`src/rtl/fetch_stage_if.sv`:
```
// fetch_stage_if: IF-stage bus bundle (instruction memory, redirect, IF/ID handshake).
// The misalign_o flag exists only when FETCH_MISALIGN_EXC_EN is defined.
interface fetch_stage_if;
    localparam int unsigned XLEN = 32;

    logic            imem_req_o;
    logic [XLEN-1:0] imem_addr_o;
    logic [XLEN-1:0] imem_rdata_i;
    logic            redirect_i;
    logic [XLEN-1:0] redirect_pc_i;
    logic            valid_o;
    logic            ready_i;
    logic [XLEN-1:0] pc_o;
    logic [XLEN-1:0] inst_o;
`ifdef FETCH_MISALIGN_EXC_EN
    logic            misalign_o;
`endif

    // Fetch stage side
    modport master (
        output imem_req_o,
        output imem_addr_o,
        input  imem_rdata_i,
        input  redirect_i,
        input  redirect_pc_i,
        output valid_o,
        input  ready_i,
        output pc_o,
        output inst_o
`ifdef FETCH_MISALIGN_EXC_EN
        , output misalign_o
`endif
    );

    // Memory / execute / decode side
    modport slave (
        input  imem_req_o,
        input  imem_addr_o,
        output imem_rdata_i,
        output redirect_i,
        output redirect_pc_i,
        input  valid_o,
        output ready_i,
        input  pc_o,
        input  inst_o
`ifdef FETCH_MISALIGN_EXC_EN
        , input misalign_o
`endif
    );
endinterface

```
`src/rtl/fetch_stage.sv`:
```
// fetch_stage: RV32I instruction fetch. Owns the PC, drives a 1-cycle-latency
// instruction memory and presents {pc, inst} to decode via a valid/ready
// register backed by a 1-entry hold buffer. Redirects flush and restart fetch.
// Optional macro FETCH_MISALIGN_EXC_EN: misaligned redirect targets produce a
// single misalign exception entry and halt fetch until the next redirect.
module fetch_stage #(
    parameter logic [31:0] RESET_PC = 32'h0000_0000,
    parameter logic [31:0] NOP_INST = 32'h0000_0013
) (
    input logic           clk_i,
    input logic           rst_ni,
    fetch_stage_if.master bus
);
    localparam int unsigned XLEN = 32;
    localparam logic [XLEN-1:0] PC_STEP  = XLEN'(4);
    localparam logic [XLEN-1:0] LOW_MASK = XLEN'(3);

    typedef enum logic {BOOT, RUN} state_e;

    state_e          state_q;
    logic [XLEN-1:0] pc_q;
    logic [XLEN-1:0] req_pc_q;
    logic            inflight_q;
    logic            kill_q;
    logic            hold_v_q;
    logic [XLEN-1:0] hold_pc_q;
    logic [XLEN-1:0] hold_inst_q;
    logic            valid_q;
    logic [XLEN-1:0] out_pc_q;
    logic [XLEN-1:0] out_inst_q;
`ifdef FETCH_MISALIGN_EXC_EN
    logic            misalign_q;
    logic            halt_q;
`endif

    logic req;
    logic resp;
    logic drain;
    logic slot_free;
    logic halt;

    // Request decision and response/handshake qualifiers
    always_comb begin
        halt = 1'b0;
`ifdef FETCH_MISALIGN_EXC_EN
        halt = halt_q;
`endif
        drain     = valid_q && bus.ready_i;
        slot_free = !valid_q || bus.ready_i;
        resp      = inflight_q && !kill_q;
        req       = (state_q == RUN) && !bus.redirect_i && !hold_v_q
                    && !(valid_q && !bus.ready_i && inflight_q) && !halt;
    end

    assign bus.imem_req_o  = req;
    assign bus.imem_addr_o = pc_q;
    assign bus.valid_o     = valid_q;
    assign bus.pc_o        = out_pc_q;
    assign bus.inst_o      = out_inst_q;
`ifdef FETCH_MISALIGN_EXC_EN
    assign bus.misalign_o  = misalign_q;
`endif

    // PC, FSM, in-flight tracking, hold buffer and IF/ID output register
    always_ff @(posedge clk_i or negedge rst_ni) begin
        if (!rst_ni) begin
            state_q     <= BOOT;
            pc_q        <= RESET_PC;
            req_pc_q    <= '0;
            inflight_q  <= 1'b0;
            kill_q      <= 1'b0;
            hold_v_q    <= 1'b0;
            hold_pc_q   <= '0;
            hold_inst_q <= NOP_INST;
            valid_q     <= 1'b0;
            out_pc_q    <= '0;
            out_inst_q  <= NOP_INST;
`ifdef FETCH_MISALIGN_EXC_EN
            misalign_q  <= 1'b0;
            halt_q      <= 1'b0;
`endif
        end else begin
            if (state_q == BOOT) begin
                state_q <= RUN;
            end
            if (bus.redirect_i) begin
                // Redirect overrides any handshake or arriving response
                pc_q       <= bus.redirect_pc_i & ~LOW_MASK;
                kill_q     <= inflight_q;
                inflight_q <= 1'b0;
                hold_v_q   <= 1'b0;
                valid_q    <= 1'b0;
                out_inst_q <= NOP_INST;
`ifdef FETCH_MISALIGN_EXC_EN
                misalign_q <= 1'b0;
                halt_q     <= 1'b0;
                if (bus.redirect_pc_i[1:0] != 2'b00) begin
                    valid_q    <= 1'b1;
                    misalign_q <= 1'b1;
                    halt_q     <= 1'b1;
                    out_pc_q   <= bus.redirect_pc_i;
                end
`endif
            end else begin
                kill_q     <= 1'b0;
                inflight_q <= req;
                if (req) begin
                    pc_q     <= pc_q + PC_STEP;
                    req_pc_q <= pc_q;
                end
                if (resp) begin
                    if (slot_free && !hold_v_q) begin
                        valid_q    <= 1'b1;
                        out_pc_q   <= req_pc_q;
                        out_inst_q <= bus.imem_rdata_i;
                    end else if (slot_free) begin
                        out_pc_q    <= hold_pc_q;
                        out_inst_q  <= hold_inst_q;
                        hold_pc_q   <= req_pc_q;
                        hold_inst_q <= bus.imem_rdata_i;
                    end else begin
                        hold_v_q    <= 1'b1;
                        hold_pc_q   <= req_pc_q;
                        hold_inst_q <= bus.imem_rdata_i;
                    end
                end else if (drain) begin
                    if (hold_v_q) begin
                        hold_v_q   <= 1'b0;
                        out_pc_q   <= hold_pc_q;
                        out_inst_q <= hold_inst_q;
                    end else begin
                        valid_q    <= 1'b0;
                        out_inst_q <= NOP_INST;
`ifdef FETCH_MISALIGN_EXC_EN
                        misalign_q <= 1'b0;
`endif
                    end
                end
            end
        end
    end

    // The request rule keeps a response from ever meeting an occupied hold buffer
    hold_no_collision: assert property (@(posedge clk_i) disable iff (!rst_ni)
        !(resp && hold_v_q));

endmodule
```
`src/flat_wrapper.sv`:
```
// flat-port wrapper written by rule: the top's interface ports become plain ports
module fetch_stage_flat 
#(
    parameter logic [31:0] RESET_PC = 32'h0000_0000,
    parameter logic [31:0] NOP_INST = 32'h0000_0013
)
  (clk_i, rst_ni, bus_imem_req_o, bus_imem_addr_o, bus_imem_rdata_i, bus_redirect_i, bus_redirect_pc_i, bus_valid_o, bus_ready_i, bus_pc_o, bus_inst_o);
  fetch_stage_if bus_i ();
  input logic clk_i;
  input logic rst_ni;
  output wire logic [$bits(bus_i.imem_req_o)-1:0] bus_imem_req_o;
  output wire logic [$bits(bus_i.imem_addr_o)-1:0] bus_imem_addr_o;
  input wire logic [$bits(bus_i.imem_rdata_i)-1:0] bus_imem_rdata_i;
  input wire logic [$bits(bus_i.redirect_i)-1:0] bus_redirect_i;
  input wire logic [$bits(bus_i.redirect_pc_i)-1:0] bus_redirect_pc_i;
  output wire logic [$bits(bus_i.valid_o)-1:0] bus_valid_o;
  input wire logic [$bits(bus_i.ready_i)-1:0] bus_ready_i;
  output wire logic [$bits(bus_i.pc_o)-1:0] bus_pc_o;
  output wire logic [$bits(bus_i.inst_o)-1:0] bus_inst_o;
  assign bus_imem_req_o = bus_i.imem_req_o;
  assign bus_imem_addr_o = bus_i.imem_addr_o;
  assign bus_i.imem_rdata_i = bus_imem_rdata_i;
  assign bus_i.redirect_i = bus_redirect_i;
  assign bus_i.redirect_pc_i = bus_redirect_pc_i;
  assign bus_valid_o = bus_i.valid_o;
  assign bus_i.ready_i = bus_ready_i;
  assign bus_pc_o = bus_i.pc_o;
  assign bus_inst_o = bus_i.inst_o;
  fetch_stage #(.RESET_PC(RESET_PC), .NOP_INST(NOP_INST)) u_core (.clk_i(clk_i), .rst_ni(rst_ni), .bus(bus_i));
endmodule
```
`config.mk`:
```
export PLATFORM = sky130hd
export DESIGN_NAME = fetch_stage_flat
export DESIGN_NICKNAME = d
export VERILOG_FILES = /design/src/rtl/fetch_stage_if.sv /design/src/rtl/fetch_stage.sv /design/src/flat_wrapper.sv
export SDC_FILE = /design/constraint.sdc
export NUM_CORES = 1
export LEC_CHECK = 0
export ABC_AREA = 1
export CAP_MARGIN = 20
export CORE_UTILIZATION = 51
export CTS_CLUSTER_SIZE = 20
export DETAILED_ROUTE_END_ITERATION = 10
export PLACE_DENSITY = 0.84
export SETUP_SLACK_MARGIN = 0.05
export SLEW_MARGIN = 20
export SYNTH_ARGS = -nofsm -noshare
export SYNTH_HDL_FRONTEND = slang
export SYNTH_SLANG_ARGS = --single-unit
```
`constraint.sdc`:
```
create_clock -name clk_i -period 1.8 [get_ports clk_i]
set_input_delay 0.36 -clock clk_i [delete_from_list [all_inputs] [get_ports clk_i]]
set_output_delay 0.36 -clock clk_i [all_outputs]
set_load 0.005 [all_outputs]
```
---- Word level (Yosys, flattened, before mapping) ----
Cells that the tools add are included.
storage, ports and cells
  register bits ........................... 197
  input port bits ......................... 68
  output and inout port bits .............. 98
  logic and storage cells ................. 70
operators by class
  $add $sub $neg .......................... 1
  eq/ne operators ......................... 6
  multiplexer cells ....................... 25
  bitwise operators ....................... 2
  reduce and logical (&&, ||, !) cells .... 25
operators by type and width
  kind                     number
  $mux W32                 13
  $add A32 B3 Y32 const B  1
  $ne A3 B3 Y1 const B     5
  $mux W1                  12
  $reduce_and A3 Y1        3
  $logic_and A1 B1 Y1      8
  $logic_not A1 Y1         6
  $reduce_bool A2 Y1       3
  $ne A4 B4 Y1 const B     1
  $reduce_and A2 Y1        2
  $reduce_and A4 Y1        1
  $reduce_bool A3 Y1       1
  $not A1 Y1               2
  $logic_or A1 B1 Y1       1

---- Longest topological paths before layout ----
  word-level depth ........................ 7
  depth in mapped cells ................... 11
  mapped depth without buffers ............ 8

---- Worst setup path after synthesis ----
OpenSTA, ideal clock, no wires.
  path type ............................... register to register
  start ................................... register u_core.pc_q[3] (netlist: u_core.bus.imem_addr_o[3])
  end ..................................... register u_core.pc_q[26] (netlist: u_core.bus.imem_addr_o[26])
  library setup time ...................... 124 ps
  data arrival time ....................... 1325 ps
  required time ........................... 1676 ps
  setup slack ............................. 351 ps
  cell stages (with the launch flop) ...... 9
  buffers on the path ..................... 0
  clock period less this slack ............ 1449 ps
  cell sequence ........................... dfrtp_1 ha_1 nand2_1 nor2_1 nand2_1 nor2_1 nand2_1 nand2_1 nand3_1
between the ends
  cells in the longest elaborated chain, start to end .. 3
RTL lines
  element                 line                text
  start, declared         fetch_stage.sv:21   logic [XLEN-1:0] pc_q;
  start signal, assigned  fetch_stage.sv:88   pc_q <= bus.redirect_pc_i & ~LOW_MASK;
  start signal, assigned  fetch_stage.sv:108  pc_q <= pc_q + PC_STEP;
  $add A32 B3 Y32         fetch_stage.sv:108
  $mux W32                fetch_stage.sv:107  if (req) begin
  $mux W32                fetch_stage.sv:86   if (bus.redirect_i) begin
No other way between the ends. The select of a mux whose other input is x is not followed.
A chain may end at the register's enable or synchronous reset.

---- Worst setup path in the final report ----
  start ................................... register u_core.pc_q[14] (netlist: u_core.bus.imem_addr_o[14])
  end ..................................... output port bus_imem_addr_o[14]
RTL lines
  element        line                text
  end, declared  flat_wrapper.sv:12  output wire logic [$bits(bus_i.imem_addr_o)-1:0] bus_imem_addr_o;
No word-level cell between the ends.

==> results by stage <==
Power:
- Of the total power, the share spent switching nets is between 20% and 30%.
- Combinational logic is responsible for 23.6% of the overall power.
- The sequential fraction of design power is between 40% and 50%.
- In this run, the clock network consumes between 30% and 40% of the power.
- The analysis attributes to net switching a power of ~3.6 mW.
- The total power draw is between 10 and 15 mW.
- The reported leakage power is just over 6 nW.
- The worst-case IR drop observed on VDD is a little under 700 µV.
- Cell internal power was estimated by the tool at about 8.9 mW.
- The power density normalized to cell area is between 1000 and 1500 nW/µm².

Floorplan:
- For this configuration, the core starts out at a cell density of between 50% and 60%.
- The region available for standard cell placement spans between 15,000 and 20,000 µm².
- The die area is 18,600 µm².
- Pin placement for this block handled roughly 170 I/O pins.
- The count of standard-cell rows is 48.
- In this run the vertical extent of the chip is ~140 µm.
- The die width is between 100 and 150 µm.

Layout:
- The utilization after layout is between 60 and 70%.
- The final instance count without filler cells is 1,632.
- The fraction of final layout cells with drive strength greater than 1 is between 10% and 20%.
- The net count of the finished layout is 1,463.
- The synthesis-to-finish area growth is 32.1%.
- Summing all non-filler instances in the final layout gives an area of roughly 12,000 µm².
- The number of inserted diodes is 0.

Critical path:
- Along the worst path, the maximum fanout reaches 4.
- Counting both buffers and inverters, the worst setup path holds a total of 1.
- The critical path required time is approximately 1400 ps.
- The data arrival at the endpoint of the critical path is about 1400 ps.
- The worst setup path is launched from a flop.
- The launch point of the worst reg-to-reg path is u_core.bus.imem_addr_o[2].
- Broken down by cell family, the worst path's largest delay share belongs to buffers and inverters.
- For flop-to-flop paths, the worst setup slack is 150 ps.
- Counting cells, the worst reg-to-reg path comes to 10.
- The signal on the critical path passes through clkdlybuf4s50_1.
- On the critical path, the stage with the largest delay is an instance of clkdlybuf4s50_1.
- The endpoint identified for the worst register-to-register timing path is u_core.bus.imem_addr_o[24].
- STA classifies the critical path endpoint as an output port.
- The largest single stage delay on the critical path is 530 ps.
- The setup path with the least slack is of type flop to output port.

Logic synthesis:
- The count of flip-flops with a built-in enable after synthesis is 0.
- The post-synthesis area per instance is 7.76 µm².
- The synthesized design devotes to its leading area cell type between 40% and 50% of total area.
- Synthesis produced around 1,200 cells.
- By area the synthesized netlist is led by dfrtp_1 (50%), nand2_1 (15%), nor2_1 (7.8%).
- The synthesized cell area is between 9000 and 10,000 µm².
- The leading area contributor after synthesis is dfrtp_1.
- The warning count from the yosys run is 0.
- After synthesis, the share of flip-flops with an asynchronous set or reset is 100%.
- The number of library cell types mapped by synthesis is 31.
- Among all flip-flop cells after synthesis, the most frequent one is dfrtp_1.
- Among all cell types in the netlist, the one instantiated most often is nand2_1.
- Synthesis inferred around 190 register bits.
- Ranked by instance count, the synthesized netlist is headed by nand2_1 (365), nor2_1 (191), dfrtp_1 (183), inv_1 (121), nand3_1 (72).
- The sequential cell area fraction in the yosys report is slightly above 50%.

Placed design:
- The HPWL after detailed placement is 15,300 µm.
- The number of I/O port buffers is around 160.
- After detailed placement, the design holds a cell count of ~1,600.
- Once placement finished, the instance area stood at between 10,000 and 15,000 µm².
- The placer congestion estimate is roughly 0.92.

Timing:
- The count of final hold-check violations is 0.
- The final count of pins violating max slew came to 0.
- The worst clock skew is approximately 14 ps.
- The final-layout worst hold slack is 390 ps.
- The timing-limited maximum frequency is roughly 580 MHz.
- The final-report setup violation count is 0.
- In the finished design, the share of the clock period the worst path needs comes to a little over nine tenths.
- Subtracting the final worst setup slack from the clock period gives roughly 1700 ps.
- Setup repair after global routing could not meet its margin everywhere.

CTS:
- The maximum buffer depth of the clock tree is 2.
- The H-tree generated during clock tree synthesis spans 4 levels.
- The CTS tree is yes.
- The total CTS buffers is 17.
- After clock tree synthesis, the clock-pin slew on the worst setup and hold paths is around 80 ps.
- The root buffer cell chosen for the clock tree is clkbuf_16.
- The clock latency at the later pin of the worst-skew pair is ~440 ps.
- The clock drives roughly 190 sinks.

Drt:
- The post-detailed-route DRC marker count is 0.
- The pre-antenna-repair detailed-routing pass consisted of 6 iterations.
- The detailed router finished its first iteration with ~530 violations.
- The routed wire length is between 20,000 and 25,000 µm.
- The routed via count divided by cell count is ~5.2.
- The routed wirelength normalized by instance count is 14.3 µm.
- The number of routed nets with antenna violations is 0.
- The count of vias placed by the detailed router is 8,514.

Job:
- Across the run, the number of max-cap violations was 0.

Status:
- The run finished with clean final reports.

Global route:
- The first-pass GRT wire length is ~37,000 µm.
- Entering global routing, the biggest net connects 76 pins.
- For this run, the total global-route usage over all layers was measured as roughly 26%.
- The number of antenna violations at the first check in global routing came to 0.
- The leftover overflow at the end of global routing is 0.
- The via count of the first global-routing pass is between 7,000 and 8,000.

Min path:
- The worst min-delay path class is primary input to async pin.
-- worst register-to-register path, delay by kind of cell, from the launching register on --
family,cells,cell delay [ps]
adders and majority gates,1,170
buffers and inverters,2,270
DFF,1,370
and+or+nand+nor,7,720
-- cell families after synthesis --
logic type	Yosys count	share of synthesized area, %
buffers and inverters	186	9.90
DFF	189	51.6
other	2	0.0818
and+or+nand+nor	655	28.8
adders and majority gates	1	0.136
AOI/OAI and AO/OA	148	9.22
xor gates and xnor gates	3	0.286
-- registers in the layout, summed over array words and instances (netlist names), 30 cells and up --
signal                  flops
u_core.bus.imem_addr_o     30
u_core.bus.inst_o          32
u_core.bus.pc_o            30
u_core.hold_inst_q         32
u_core.hold_pc_q           30
u_core.req_pc_q            30
-- layer usage --
metal | global-route usage (%) | vias up | routed length (µm)
met3 | 4.47 | 41 | 1780
li1 | - | 4090 | -
met4 | 9.75 | 0 | 474
met1 | 34.2 | 4004 | 9740
met5 | 0 | - | 0
met2 | 41.8 | 379 | 11400
-- power by group through the flow --
stage          Combinational [mW]  Clock, mW  Sequential (mW)
2_1_floorplan                1.23          0             5.60
3_3_place_gp                 2.57          0             5.69
3_5_place_dp                 2.67          0             5.71
4_1_cts                      2.85       4.01             5.60
5_1_grt                      3.28       4.18             5.67
6_report                     2.95       3.96             5.59
-- timing repair --
action,CTS,global route
pin swaps,2,2
setup buffers,25,17
endpoints found under the hold margin,21,0
gates cloned,0,0
endpoints found under the setup margin,33,50
hold buffers,1,0
resized for setup,23,16
-- per-stage QoR --
step | setup TNS, ps | setup slack, ps
global route | 0 | 7.85
CTS | 0 | 51.3
floorplan | 0 | 351
global placement | -19030 | -277
finish | 0 | 72.4
detailed placement | -28940 | -294
-- worst max path at each step --
stage,from,slack (ps),cells after the start,to
4_1_cts,u_core.bus.imem_addr_o[29],50,1,bus_imem_addr_o[29]
6_report,u_core.bus.imem_addr_o[14],70,1,bus_imem_addr_o[14]
3_3_place_gp,bus_redirect_i,-280,7,bus_imem_req_o
3_5_place_dp,bus_ready_i,-290,9,u_core.bus.pc_o[4]
5_1_grt,u_core.bus.imem_addr_o[2],8,10,u_core.bus.imem_addr_o[22]
2_1_floorplan,u_core.bus.imem_addr_o[3],350,8,u_core.bus.imem_addr_o[26]
-- layout make-up --
| class | instances | area [µm²] |
|---|---|---|
| Multi-Input combinational cell | 812 | 3590 |
| Inverter | 128 | 493 |
| Tap cell | 225 | 282 |
| Fill cell | 1327 | 5280 |
| Clock inverter | 12 | 159 |
| Timing Repair Buffer | 246 | 2400 |
| Sequential cell | 189 | 4750 |
| Clock buffer | 20 | 467 |
-- cells in the final DEF (no fill, tap or decap), types with 4 or more instances in the layout --
cell	Yosys	final
a21oi_1	51	51
buf_12	0	11
buf_4	9	73
clkbuf_16	0	17
clkdlybuf4s50_1	0	145
conb_1	2	5
dfrtp_1	183	171
dfrtp_2	0	12
dfstp_2	6	6
dlygate4sd2_1	0	7
dlymetal6s2s_1	0	5
inv_1	121	120
nand2_1	365	363
nand2_4	2	4
nand3_1	72	71
nor2_1	191	190
nor2_2	16	16
o211ai_1	37	37
o21ai_0	44	44
o21ai_1	14	14
Power figures use the tool's default switching activity.
